### config.mk
export PLATFORM = sky130hd
export DESIGN_NAME = interrupt_controller
export DESIGN_NICKNAME = d
export VERILOG_FILES = /design/src/rtl/intc_pkg.sv /design/src/rtl/irq_sync_edge.sv /design/src/rtl/interrupt_controller.sv
export SDC_FILE = /design/constraint.sdc
export NUM_CORES = 1
export LEC_CHECK = 0
export CELL_PAD_IN_SITES_DETAIL_PLACEMENT = 2
export CELL_PAD_IN_SITES_GLOBAL_PLACEMENT = 2
export CORE_MARGIN = 2
export CORE_UTILIZATION = 24
export CTS_CLUSTER_DIAMETER = 30
export DETAILED_ROUTE_END_ITERATION = 16
export PLACE_DENSITY = 0.84
export SLEW_MARGIN = 30
export SYNTH_ARGS = -nofsm -noshare
export SYNTH_HDL_FRONTEND = slang
export SYNTH_SLANG_ARGS = --single-unit
### constraint.sdc
create_clock -name clk -period 4.8 [get_ports clk]
set_clock_uncertainty 0.1 [all_clocks]
set_input_delay 0.96 -clock clk [delete_from_list [all_inputs] [get_ports clk]]
set_output_delay 0.96 -clock clk [all_outputs]
set_load 0.005 [all_outputs]
### src/rtl/intc_pkg.sv
// Shared types and helpers for the interrupt controller: FSM encoding,
// default vector constants and a highest-set-bit priority encoder.
package intc_pkg;

   typedef enum logic {
      IDLE = 1'b0,
      REQ  = 1'b1
   } state_t;

   localparam logic [31:0] VEC_BASE_DEF   = 32'h0000_0400;
   localparam logic [31:0] VEC_STRIDE_DEF = 32'h0000_0200;

   // Widest source vector the encoder accepts; narrower vectors are zero-extended.
   localparam int PRIO_W = 32;

   typedef struct packed {
      logic       found;
      logic [4:0] idx;
   } prio_t;

   // Index of the highest set bit; found=0 when the vector is empty.
   function automatic prio_t prio_idx(input logic [PRIO_W-1:0] v);
      prio_t r;
      r.found = 1'b0;
      r.idx   = '0;
      for (int i = 0; i < PRIO_W; i++) begin
         if (v[i]) begin
            r.found = 1'b1;
            r.idx   = 5'(i);
         end
      end
      return r;
   endfunction

endpackage

### src/rtl/irq_sync_edge.sv
// Two-flop synchroniser per raw interrupt line plus a previous-value flop;
// o_rise pulses for one cycle on each synchronised rising edge.
module irq_sync_edge #(
   parameter int W = 1
) (
   input  logic         clk,
   input  logic         rst_n,
   input  logic [W-1:0] i_async,
   output logic [W-1:0] o_rise
);

   logic [W-1:0] r_sync1;
   logic [W-1:0] r_sync2;
   logic [W-1:0] r_prev;

   // Metastability filter followed by one cycle of history for edge detection.
   always_ff @(posedge clk or negedge rst_n) begin
      if (!rst_n) begin
         r_sync1 <= '0;
         r_sync2 <= '0;
         r_prev  <= '0;
      end else begin
         r_sync1 <= i_async;
         r_sync2 <= r_sync1;
         r_prev  <= r_sync2;
      end
   end

   assign o_rise = r_sync2 & ~r_prev;

endmodule

### src/rtl/interrupt_controller.sv
// Interrupt front end: latches synchronised rising edges as pending,
// arbitrates by fixed priority against mask, global disable and the
// in-service level, and hands one request with its vector to ID.
module interrupt_controller
   import intc_pkg::*;
#(
   parameter int          N          = 3,
   parameter logic [31:0] VEC_BASE   = VEC_BASE_DEF,
   parameter logic [31:0] VEC_STRIDE = VEC_STRIDE_DEF,
   localparam int         IDW        = (N > 1) ? $clog2(N) : 1
) (
   input  logic           clk,
   input  logic           rst_n,
   input  logic [N-1:0]   irq_src,
   input  logic [N-1:0]   irq_mask,
   input  logic           irq_disable,
   input  logic           irq_ack,
   input  logic           eret,
   output logic           irq_req,
   output logic [IDW-1:0] irq_id,
   output logic [31:0]    irq_vector,
   output logic [N-1:0]   irq_pending,
   output logic [N-1:0]   irq_in_service
);

   state_t         r_state;
   state_t         w_state_nxt;
   logic           r_req;
   logic           w_req_nxt;
   logic [IDW-1:0] r_id;
   logic [IDW-1:0] w_id_nxt;
   logic [31:0]    r_vec;
   logic [31:0]    w_vec_nxt;
   logic [N-1:0]   r_pend;
   logic [N-1:0]   r_isv;
   logic [N-1:0]   w_rise;
   logic [N-1:0]   w_elig;
   logic [N-1:0]   w_ack_set;
   logic [N-1:0]   w_eret_clr;
   prio_t          w_isv_top;
   prio_t          w_win;

   irq_sync_edge #(.W(N)) u_sync (
      .clk     (clk),
      .rst_n   (rst_n),
      .i_async (irq_src),
      .o_rise  (w_rise)
   );

   // Eligibility: enabled, not globally disabled, and strictly above the active level.
   always_comb begin
      w_elig    = '0;
      w_isv_top = prio_idx(32'(r_isv));
      for (int i = 0; i < N; i++) begin
         w_elig[i] = r_pend[i] & irq_mask[i] & ~irq_disable &
                     (~w_isv_top.found | (i > int'(w_isv_top.idx)));
      end
      w_win = prio_idx(32'(w_elig));
   end

   // Ack only counts while a request is outstanding; eret retires the innermost level.
   always_comb begin
      w_ack_set  = '0;
      w_eret_clr = '0;
      if ((r_state == REQ) && irq_ack) begin
         w_ack_set = N'(1) << r_id;
      end
      if (eret && w_isv_top.found) begin
         w_eret_clr = N'(1) << w_isv_top.idx;
      end
   end

   // Request FSM: launch the winner from IDLE, hold it frozen in REQ until ack or lost eligibility.
   always_comb begin
      w_state_nxt = r_state;
      w_req_nxt   = r_req;
      w_id_nxt    = r_id;
      w_vec_nxt   = r_vec;
      case (r_state)
         IDLE: begin
            if (w_win.found) begin
               w_state_nxt = REQ;
               w_req_nxt   = 1'b1;
               w_id_nxt    = w_win.idx[IDW-1:0];
               w_vec_nxt   = VEC_BASE + 32'(w_win.idx) * VEC_STRIDE;
            end
         end
         REQ: begin
            if (irq_ack || !w_elig[r_id]) begin
               w_state_nxt = IDLE;
               w_req_nxt   = 1'b0;
            end
         end
         default: begin
            w_state_nxt = IDLE;
            w_req_nxt   = 1'b0;
         end
      endcase
   end

   // FSM state and registered request outputs.
   always_ff @(posedge clk or negedge rst_n) begin
      if (!rst_n) begin
         r_state <= IDLE;
         r_req   <= 1'b0;
         r_id    <= '0;
         r_vec   <= '0;
      end else begin
         r_state <= w_state_nxt;
         r_req   <= w_req_nxt;
         r_id    <= w_id_nxt;
         r_vec   <= w_vec_nxt;
      end
   end

   // Pending: ack clears, new edge sets (set wins). In-service: eret clear before ack set.
   always_ff @(posedge clk or negedge rst_n) begin
      if (!rst_n) begin
         r_pend <= '0;
         r_isv  <= '0;
      end else begin
         r_pend <= (r_pend & ~w_ack_set) | w_rise;
         r_isv  <= (r_isv & ~w_eret_clr) | w_ack_set;
      end
   end

   assign irq_req        = r_req;
   assign irq_id         = r_id;
   assign irq_vector     = r_vec;
   assign irq_pending    = r_pend;
   assign irq_in_service = r_isv;

endmodule

==> impl_metrics.yaml, run 1 <==
outcome:
  outcome: "finished clean"
route:
  routed_via_density: 3.963
  first_iter_violations: 15
  detail-route-antenna-nets: 0
  routed_wl_mm: 2.038
  drc: 0
  post_drt_wl_per_cell_um: 12.43
  dr.pass1.iters: 2
  vias: 650
logic_synthesis:
  synthCells: 92
  ys_seq_area_frac: 0.5044
  synth_edf_count: 0
  synth_xor_area_frac: 0
  avgSynthCellArea_um2: 10.78
  synth.distinct_cells: 24
  netlist_area_um2: 992.2
  synth_ff_type: "dfrtp_1"
  ys_warn_count: 0
  synth.most_common_cell: "buf_4"
  synth.area.mux_share: 0
  synth_adder_area_share: 0
  yosys.area_share.simple: 0.1261
  synth_area_leader_cell: "dfrtp_1"
  synth_top_family_by_area: "buffers and inverters"
  synthArstFlopShare: 1.000
  synth_common_cells: "buf_4 (31), dfrtp_1 (20), o21ai_0 (8)"
  synth_area_leaders: "dfrtp_1 (50%), buf_4 (23%), o21ai_0 (4.0%)"
  synth_compound_area_frac: 0.1009
  ys_ff_latch: 20
  synth_top_area_share: 0.5044
power_and_ir_drop:
  internal-power_w: 0.0004026
  cellLeakagePower_nw: 0.5670
  p_switching_w: 0.0001822
  vdd_ir_drop_max_v: 0.0001732
  clkPwrFrac: 0.217
  powerDensity_nw_per_um2: 489.9
  seqPwrFrac: 0.452
  combPwrFrac: 0.331
  swShare: 0.3116
worst_setup_path:
  startpoint_type: "input port"
  r2r_cells: 4
  cp.required_ns: 4.88
  cp_max_fo: 5
  criticalPathCategory: "in -> reg"
  end_kind: "register"
  rrSetupSlack_ns: 3.07
  critical_path_arrival_ns: 2.47
  worstReg2RegEnd: "irq_req$_DFFE_PN0P_"
  r2r-start: "irq_in_service[2]$_DFF_PN0_"
finish:
  final_cells: 164
  drive_above_1_share: 0.06140
  fin_util: 0.2984
  insertedDiodeCount: 0
  syn2layout_area_growth_pct: 20.30
  nets: 126
  num-fill-cells: 443
  regArea_um2: 500.5
  multi_input_area_um2: 334.1
worst_hold_path:
  hold_start: "u_sync.r_sync1[0]$_DFF_PN0_"
  min_to: "u_sync.r_sync2[0]$_DFF_PN0_"
  holdPathStages: 0
  hold_path.class: "reg -> reg"
placed_design:
  io_buffers: 22
  hpwlAfterDp_mm: 1.619
  dp.cells: 160
  gp_congestion: 0.8476
clocking:
  clockRootBuffer: "clkbuf_8"
  clkLatencyLatePin_ns: 0.26
  cts.path.max_buffers: 2
  cts.repair.resized: 0
  cts_hold_buf: 0
  numCtsBuffers: 3
  cts_tree: "yes"
  cts.htree.levels: 1
  clock-sinks: 20
  path_clk_slew_ns: 0.07
  postCtsSetupBuffers: 0
floorplan:
  core_area_um2: 4000
  start_util: 0.2480
  rows: 23
  die_h_um: 68.30
  ioPinCount: 52
  chipWidth_um: 68.30
  die-area_um2: 4664
grt:
  grt_use_met2: 0.1602
  grt_max_degree: 21
  use_met3: 0.01974
  use_met1: 0.1204
  grt_pass1_vias: 672
  grt.busiest_layer: "met2"
  antenna_found_initial: 0
  grt.overflow.total: 0
  grt_pass1_wl_mm: 3.249
  track_usage: 0.09578
timing:
  finalHoldViolations: 0
  period_needed_ns: 2.392
  slew_viol_final: 0
  rsz0062_at_grt: "false"
  final.setup.tns_ns: 0
  fin_crit_sh: 0.4984
  finalSetupViolations: 0
  max_freq_mhz: 418.0
job:
  cap_viol_max_count: 0
## cell usage in the layout, fill, tap and decap left out, types with 2 or more instances in the layout
| cell type | synthesis | final |
|---|---|---|
| conb_1 | 1 | 29 |
| clkdlybuf4s50_1 | 0 | 21 |
| dfrtp_1 | 20 | 20 |
| o21ai_0 | 8 | 8 |
| inv_1 | 7 | 7 |
| clkbuf_8 | 0 | 4 |
| nand4b_1 | 3 | 3 |
| nand2_1 | 3 | 3 |
| nand3_1 | 2 | 2 |
| a21o_1 | 2 | 2 |
## how the worst max path moves through the flow
stage	from	end	slack (ns)	cells after the start
floorplan	irq_disable	irq_req$_DFFE_PN0P_	2.70	4
global placement	irq_disable	irq_req$_DFFE_PN0P_	2.21	5
detailed placement	irq_disable	irq_req$_DFFE_PN0P_	2.12	5
CTS	irq_disable	irq_req$_DFFE_PN0P_	2.39	5
global route	irq_disable	irq_req$_DFFE_PN0P_	2.24	5
finish	irq_disable	irq_req$_DFFE_PN0P_	2.41	5
## through the flow
step                total power (W)  hold WS (ns)  worst slack, ns  cell area (µm²)
finish                    0.0005847        0.2541            2.408             1194
CTS                       0.0005990        0.2575            2.390             1199
global route              0.0006335        0.2624            2.244             1194
floorplan                 0.0003644        0.2312            2.696             1097
detailed placement        0.0004659        0.2409            2.120             1144
global placement          0.0004504        0.2312            2.208             1144
## layer usage
metal / up-vias / wire length, µm
met3: 2 / 138
met1: 326 / 848
met4: 0 / 28
met5: - / 0
li1: 289 / -
met2: 33 / 1021
## worst max-delay path: stages
cell             delay (ns)
clkdlybuf4s50_1        0.42
nand4bb_4              0.26
or4b_1                 0.48
o311ai_1               0.13
a21boi_1               0.21
## power groups by stage
stage,sequential (W),clock [W],combinational [W]
4_1_cts,0.000265,0.000134,0.000199
3_5_place_dp,0.000268,0,0.000198
5_1_grt,0.000273,0.000142,0.000219
6_report,0.000265,0.000127,0.000193
2_1_floorplan,0.000250,0,0.000115
3_3_place_gp,0.000263,0,0.000188
## cell type report
cell class,count,share of cell area
Inverter,7,0.02201
Tap cell,50,0.05241
Sequential cell,20,0.4193
Timing Repair Buffer,22,0.1803
Multi-Input combinational cell,61,0.2799
Clock buffer,4,0.04612
## state kept, by name, summed over array words and instances (netlist names)
signal	cells
irq_id	1
irq_in_service	3
irq_pending	3
irq_req	1
irq_vector	2
r_state	1
u_sync.r_prev	3
u_sync.r_sync1	3
u_sync.r_sync2	3
## kinds of logic (layout without fill, tap and decap cells)
group                  Yosys count  after routing
AND/OR/NAND/NOR                 16             16
AO/OA/AOI/OAI                   16             16
flip-flops                      20             20
buffers and inverters           39             33
other                            1             29
Note: power is estimated with default switching activity, not from simulation.
==> inputs of run 2 (changes only) <==
--- a/config.mk
+++ b/config.mk
@@ -8,10 +8,10 @@
 export CELL_PAD_IN_SITES_DETAIL_PLACEMENT = 2
 export CELL_PAD_IN_SITES_GLOBAL_PLACEMENT = 2
 export CORE_MARGIN = 2
-export CORE_UTILIZATION = 24
+export CORE_UTILIZATION = 22
 export CTS_CLUSTER_DIAMETER = 30
 export DETAILED_ROUTE_END_ITERATION = 16
-export PLACE_DENSITY = 0.84
+export PLACE_DENSITY = 0.78
 export SLEW_MARGIN = 30
 export SYNTH_ARGS = -nofsm -noshare
 export SYNTH_HDL_FRONTEND = slang
==> constraint.sdc (replaced) <==
create_clock -name clk -period 2.33 [get_ports clk]
set_clock_uncertainty 0.1 [all_clocks]
set_input_delay 0.466 -clock clk [delete_from_list [all_inputs] [get_ports clk]]
set_output_delay 0.466 -clock clk [all_outputs]
set_load 0.005 [all_outputs]
==> run 2 against run 1 <==
Effect of this change: combinational power up 110%; largest power group unchanged; routed wire length up 7.8%; global-route usage is 0.39 points lower.
==> impl_metrics.yaml, run 2 (synthesis results as in run 1) <==
floorplan:
  die_h_um: 71.16
  core_area_um2: 4354
  die-area_um2: 5063
  rows: 24
  start_util: 0.2279
  ioPinCount: 52
  chipWidth_um: 71.16
outcome:
  outcome: "finished clean"
placed_design:
  hpwlAfterDp_mm: 1.748
  dpl_cell_area_um2: 1154
  dp.cells: 163
  gp_congestion: 0.7882
  place_ws_ns: 0.1304
  io_buffers: 22
finish:
  final_cell_mix: "conb_1 (29), clkdlybuf4s50_1 (22), dfrtp_1 (20), o21ai_0 (8), inv_1 (7)"
  regArea_um2: 500.5
  nets: 127
  syn2layout_area_growth_pct: 21.82
  drive_above_1_share: 0.06087
  stdcell_area_um2: 1209
  insertedDiodeCount: 0
  num-fill-cells: 494
  multi_input_area_um2: 334.1
  final_cells: 167
  layout_commonest_cell: "conb_1"
clocking:
  cts.path.max_buffers: 2
  path_clk_slew_ns: 0.07
  clkLatencyLatePin_ns: 0.26
  postCtsSetupBuffers: 0
  numCtsBuffers: 3
  cts.repair.resized: 0
  clockRootBuffer: "clkbuf_8"
  cts_tree: "yes"
  clock-sinks: 20
  cts_hold_buf: 0
  cts.htree.levels: 1
power_and_ir_drop:
  seqPwrFrac: 0.448
  p_switching_w: 0.0003935
  cellLeakagePower_nw: 0.5718
  swShare: 0.3212
  vdd_ir_drop_max_v: 0.0003027
  clkPwrFrac: 0.218
  internal-power_w: 0.0008316
  combPwrFrac: 0.334
  powerDensity_nw_per_um2: 1014
route:
  first_iter_violations: 6
  drc: 0
  detail-route-antenna-nets: 0
  routed_wl_mm: 2.196
  vias: 648
  dr.pass1.iters: 3
  post_drt_wl_per_cell_um: 13.15
  routed_via_density: 3.880
worst_setup_path:
  worst_path_max_delay_cell: "or4b_1"
  end_kind: "register"
  worst-path-buf-inv: 1
  cp_top_family: "simple AND/OR/NAND/NOR gates"
  cp.required_ns: 2.41
  critical_path_arrival_ns: 2.01
  cp_max_fo: 5
  startpoint_type: "input port"
  criticalPathCategory: "in -> reg"
  cp_cell_sequence: "clkdlybuf4s50_1, nand4bb_4, or4b_1, o311ai_1, a21boi_1"
  slowest_delay_ns: 0.49
grt:
  grt_max_degree: 21
  track_usage: 0.09188
  grt_pass1_wl_mm: 3.539
  grt_pass1_vias: 689
  antenna_found_initial: 0
  grt.overflow.total: 0
timing:
  whs_ns: 0.2496
  setup_slack_ns: 0.4005
  final.setup.tns_ns: 0
  fin_crit_sh: 0.8281
  rsz0062_at_grt: "false"
  finalSetupViolations: 0
  max_freq_mhz: 518.3
  finalHoldViolations: 0
  slew_viol_final: 0
  period_needed_ns: 1.929
worst_hold_path:
  hold_path.class: "reg -> reg"
job:
  cap_viol_max_count: 0
-- run 2: cell count changes in the layout (fill, tap and decap cells not counted) --
cell	delta
buf_2	-1
buf_4	+1
clkdlybuf4s50_1	+1
-- run 2: layer usage --
layer	up-vias	track usage	share of wire
met1	323	0.1085	0.39
li1	292	-	-
met5	-	0	0
met4	0	0.03774	0.013
met2	29	0.1626	0.54
met3	4	0.01709	0.052
-- run 2: worst register-to-register path: cells and delay by family, from the launching register on --
kind            cells  cell delay, ns
compound gates      3            0.77
flops               1            0.44
simple gates        1            0.37
-- run 2: final timing paths --
check | start | to | slack, ns | depth (start not counted)
min reg2reg | u_sync.r_sync1[1]$_DFF_PN0_ | u_sync.r_sync2[1]$_DFF_PN0_ | 0.25 | 0
min | u_sync.r_sync1[1]$_DFF_PN0_ | u_sync.r_sync2[1]$_DFF_PN0_ | 0.25 | 0
max in group asynchronous | rst_n | irq_id[0]$_DFFE_PN0P_ | 1.47 | 2
min in group asynchronous | rst_n | u_sync.r_sync2[0]$_DFF_PN0_ | 0.44 | 2
max | irq_disable | irq_req$_DFFE_PN0P_ | 0.40 | 5
max reg2reg | irq_in_service[2]$_DFF_PN0_ | irq_req$_DFFE_PN0P_ | 0.57 | 4
-- run 2: final cells by class --
class,instances,area share
timing repair buffer,23,0.1884
tap,52,0.05383
clock buffer,4,0.04555
multi-input combinational,61,0.2764
inverter,7,0.02174
sequential,20,0.4141
-- run 2: power by group through the flow --
stage,clock [W],sequential (W),combinational [W]
4_1_cts,0.000276,0.000552,0.000418
2_1_floorplan,0,0.000514,0.000237
5_1_grt,0.000294,0.000567,0.000451
3_5_place_dp,0,0.000556,0.000414
3_3_place_gp,0,0.000544,0.000388
6_report,0.000267,0.000549,0.000409
-- run 2: stage by stage --
step                      utilization  power (W)
after floorplan                     -  0.0007508
after global placement         0.2649  0.0009319
after detailed placement       0.2649  0.0009701
after CTS                      0.2776   0.001245
after global routing           0.2776   0.001312
final                          0.2776   0.001225
==> inputs of run 3 (changes only) <==
--- a/config.mk
+++ b/config.mk
@@ -8,10 +8,10 @@
 export CELL_PAD_IN_SITES_DETAIL_PLACEMENT = 2
 export CELL_PAD_IN_SITES_GLOBAL_PLACEMENT = 2
 export CORE_MARGIN = 2
-export CORE_UTILIZATION = 22
+export CORE_UTILIZATION = 20
 export CTS_CLUSTER_DIAMETER = 30
 export DETAILED_ROUTE_END_ITERATION = 16
-export PLACE_DENSITY = 0.78
+export PLACE_DENSITY = 0.74
 export SLEW_MARGIN = 30
 export SYNTH_ARGS = -nofsm -noshare
 export SYNTH_HDL_FRONTEND = slang
==> constraint.sdc (replaced) <==
create_clock -name clk -period 1.7 [get_ports clk]
set_clock_uncertainty 0.1 [all_clocks]
set_input_delay 0.34 -clock clk [delete_from_list [all_inputs] [get_ports clk]]
set_output_delay 0.34 -clock clk [all_outputs]
set_load 0.005 [all_outputs]
==> run 3 against run 2 <==
Effect of this change: critical path depth is 1 lower; die area grew 9.4%; first-iteration DRC count increased by 17%; global-route usage down 0.66 points.
==> impl_metrics.yaml, run 3 (synthesis results as in run 1) <==
outcome:
  outcome: "finished clean"
timing:
  finalSetupViolations: 0
  max_freq_mhz: 601.8
  period_needed_ns: 1.662
  finalHoldViolations: 0
  fin_crit_sh: 0.9775
  slew_viol_final: 0
  rsz0062_at_grt: "true"
worst_setup_path:
  startpoint_type: "register"
  worst-path-buf-inv: 0
  end_kind: "register"
  cp.required_ns: 1.80
  worst_path_max_delay_cell: "or4b_4"
  critical_path_arrival_ns: 1.76
  slowest_delay_ns: 0.51
  cp_cell_sequence: "nand4bb_4, or4b_4, o311ai_4, a21boi_2"
  cp_top_family: "simple AND/OR/NAND/NOR gates"
  cp_max_fo: 6
  criticalPathCategory: "reg -> reg"
finish:
  stdcell_area_um2: 1336
  insertedDiodeCount: 0
  layout_commonest_cell: "conb_1"
  drive_above_1_share: 0.1870
  final_cell_mix: "conb_1 (29), clkdlybuf4s50_1 (20), dfrtp_1 (16), buf_4 (9)"
  nets: 135
  syn2layout_area_growth_pct: 34.68
  fin_util: 0.2811
job:
  cap_viol_max_count: 0
floorplan:
  ioPinCount: 52
  die_h_um: 74.44
  chipWidth_um: 74.44
  start_util: 0.2087
  rows: 25
  core_area_um2: 4755
  die-area_um2: 5541
power_and_ir_drop:
  cellLeakagePower_nw: 0.6253
  vdd_ir_drop_max_v: 0.0003654
  powerDensity_nw_per_um2: 1455
route:
  routed_wl_mm: 2.322
  routed_via_density: 3.679
  drc: 0
  dr.pass1.iters: 4
  detail-route-antenna-nets: 0
  first_iter_violations: 7
  post_drt_wl_per_cell_um: 12.22
  vias: 699
placed_design:
  hpwlAfterDp_mm: 1.786
  dpl_cell_area_um2: 1202
  io_buffers: 22
  gp_congestion: 0.7600
grt:
  grt_max_degree: 21
  grt_pass1_wl_mm: 3.491
  use_met3: 0.01897
  use_met1: 0.1112
  grt.overflow.total: 0
  antenna_found_initial: 0
  track_usage: 0.08532
  grt_pass1_vias: 692
  grt.busiest_layer: "met2"
  grt_use_met2: 0.1367
clocking:
  clockRootBuffer: "clkbuf_8"
  cts_tree: "yes"
  path_clk_slew_ns: 0.08
  clkLatencyLatePin_ns: 0.26
  clock-sinks: 20
  cts.htree.levels: 1
  numCtsBuffers: 3
  cts.path.max_buffers: 2
worst_hold_path:
  hold_path.class: "reg -> reg"
==> run 3: cell count changes in the layout (fill, tap and decap cells not counted), moves of 2 or more <==
cell | previous run | this run
buf_4 | 1 | 9
dfrtp_1 | 20 | 16
dfrtp_2 | 0 | 4
clkdlybuf4s50_1 | 22 | 20
dlygate4sd2_1 | 0 | 2
==> run 3: metal layers <==
layer	wire (µm)	vias up
li1	-	308
met1	960	345
met2	1153	42
met3	170	4
met4	38	0
met5	0	-
==> run 3: path summary, 6_finish.rpt <==
path / endpoint / cells after the start / startpoint / slack, ns
setup / recovery: irq_req$_DFFE_PN0P_ / 4 / irq_in_service[2]$_DFF_PN0_ / 0.04
min in group asynchronous: u_sync.r_sync1[2]$_DFF_PN0_ / 2 / rst_n / 0.32
hold reg to reg: u_sync.r_sync2[1]$_DFF_PN0_ / 0 / u_sync.r_sync1[1]$_DFF_PN0_ / 0.25
setup reg to reg: irq_req$_DFFE_PN0P_ / 4 / irq_in_service[2]$_DFF_PN0_ / 0.04
max in group asynchronous: irq_id[0]$_DFFE_PN0P_ / 2 / rst_n / 0.95
hold / removal: u_sync.r_sync2[1]$_DFF_PN0_ / 0 / u_sync.r_sync1[1]$_DFF_PN0_ / 0.25
==> run 3: per-stage QoR <==
step | power [W] | cells | hold slack [ns] | setup slack (ns) | setup TNS (ns)
after floorplan | 0.001029 | 120 | -0.05559 | 0.1475 | 0
after global placement | 0.001308 | 182 | 0.2342 | -0.2347 | -0.8304
after detailed placement | 0.001353 | 182 | 0.2379 | -0.3094 | -1.208
after CTS | 0.001894 | 188 | 0.2553 | 0.01821 | 0
after global routing | 0.002065 | 190 | 0.2635 | -0.01460 | -0.01460
final | 0.001944 | 190 | 0.2533 | 0.03829 | 0
==> run 3: power breakdown <==
part | total (W) | switching, W | internal, W
registers | 0.000744 | 0.000144 | 0.000600
clock network | 0.000482 | 0.000167 | 0.000315
logic | 0.000718 | 0.000284 | 0.000434
==> run 3: what timing repair did <==
| item | in CTS | in global routing |
|---|---|---|
| setup endpoints to repair | 5 | 10 |
| pin swaps | 1 | 2 |
| hold buffers | 0 | 0 |
| resized for setup | 6 | 6 |
| setup buffers | 2 | 2 |
==> run 3: final cells by class <==
cell class / instances / area [µm²]
Fill cell: 537 / 3418
Timing Repair Buffer: 31 / 285.3
Sequential cell: 20 / 505.5
Clock buffer: 3 / 41.29
Multi-Input combinational cell: 61 / 364.1
Inverter: 7 / 26.28
Tap cell: 67 / 83.83
Clock inverter: 1 / 30.03
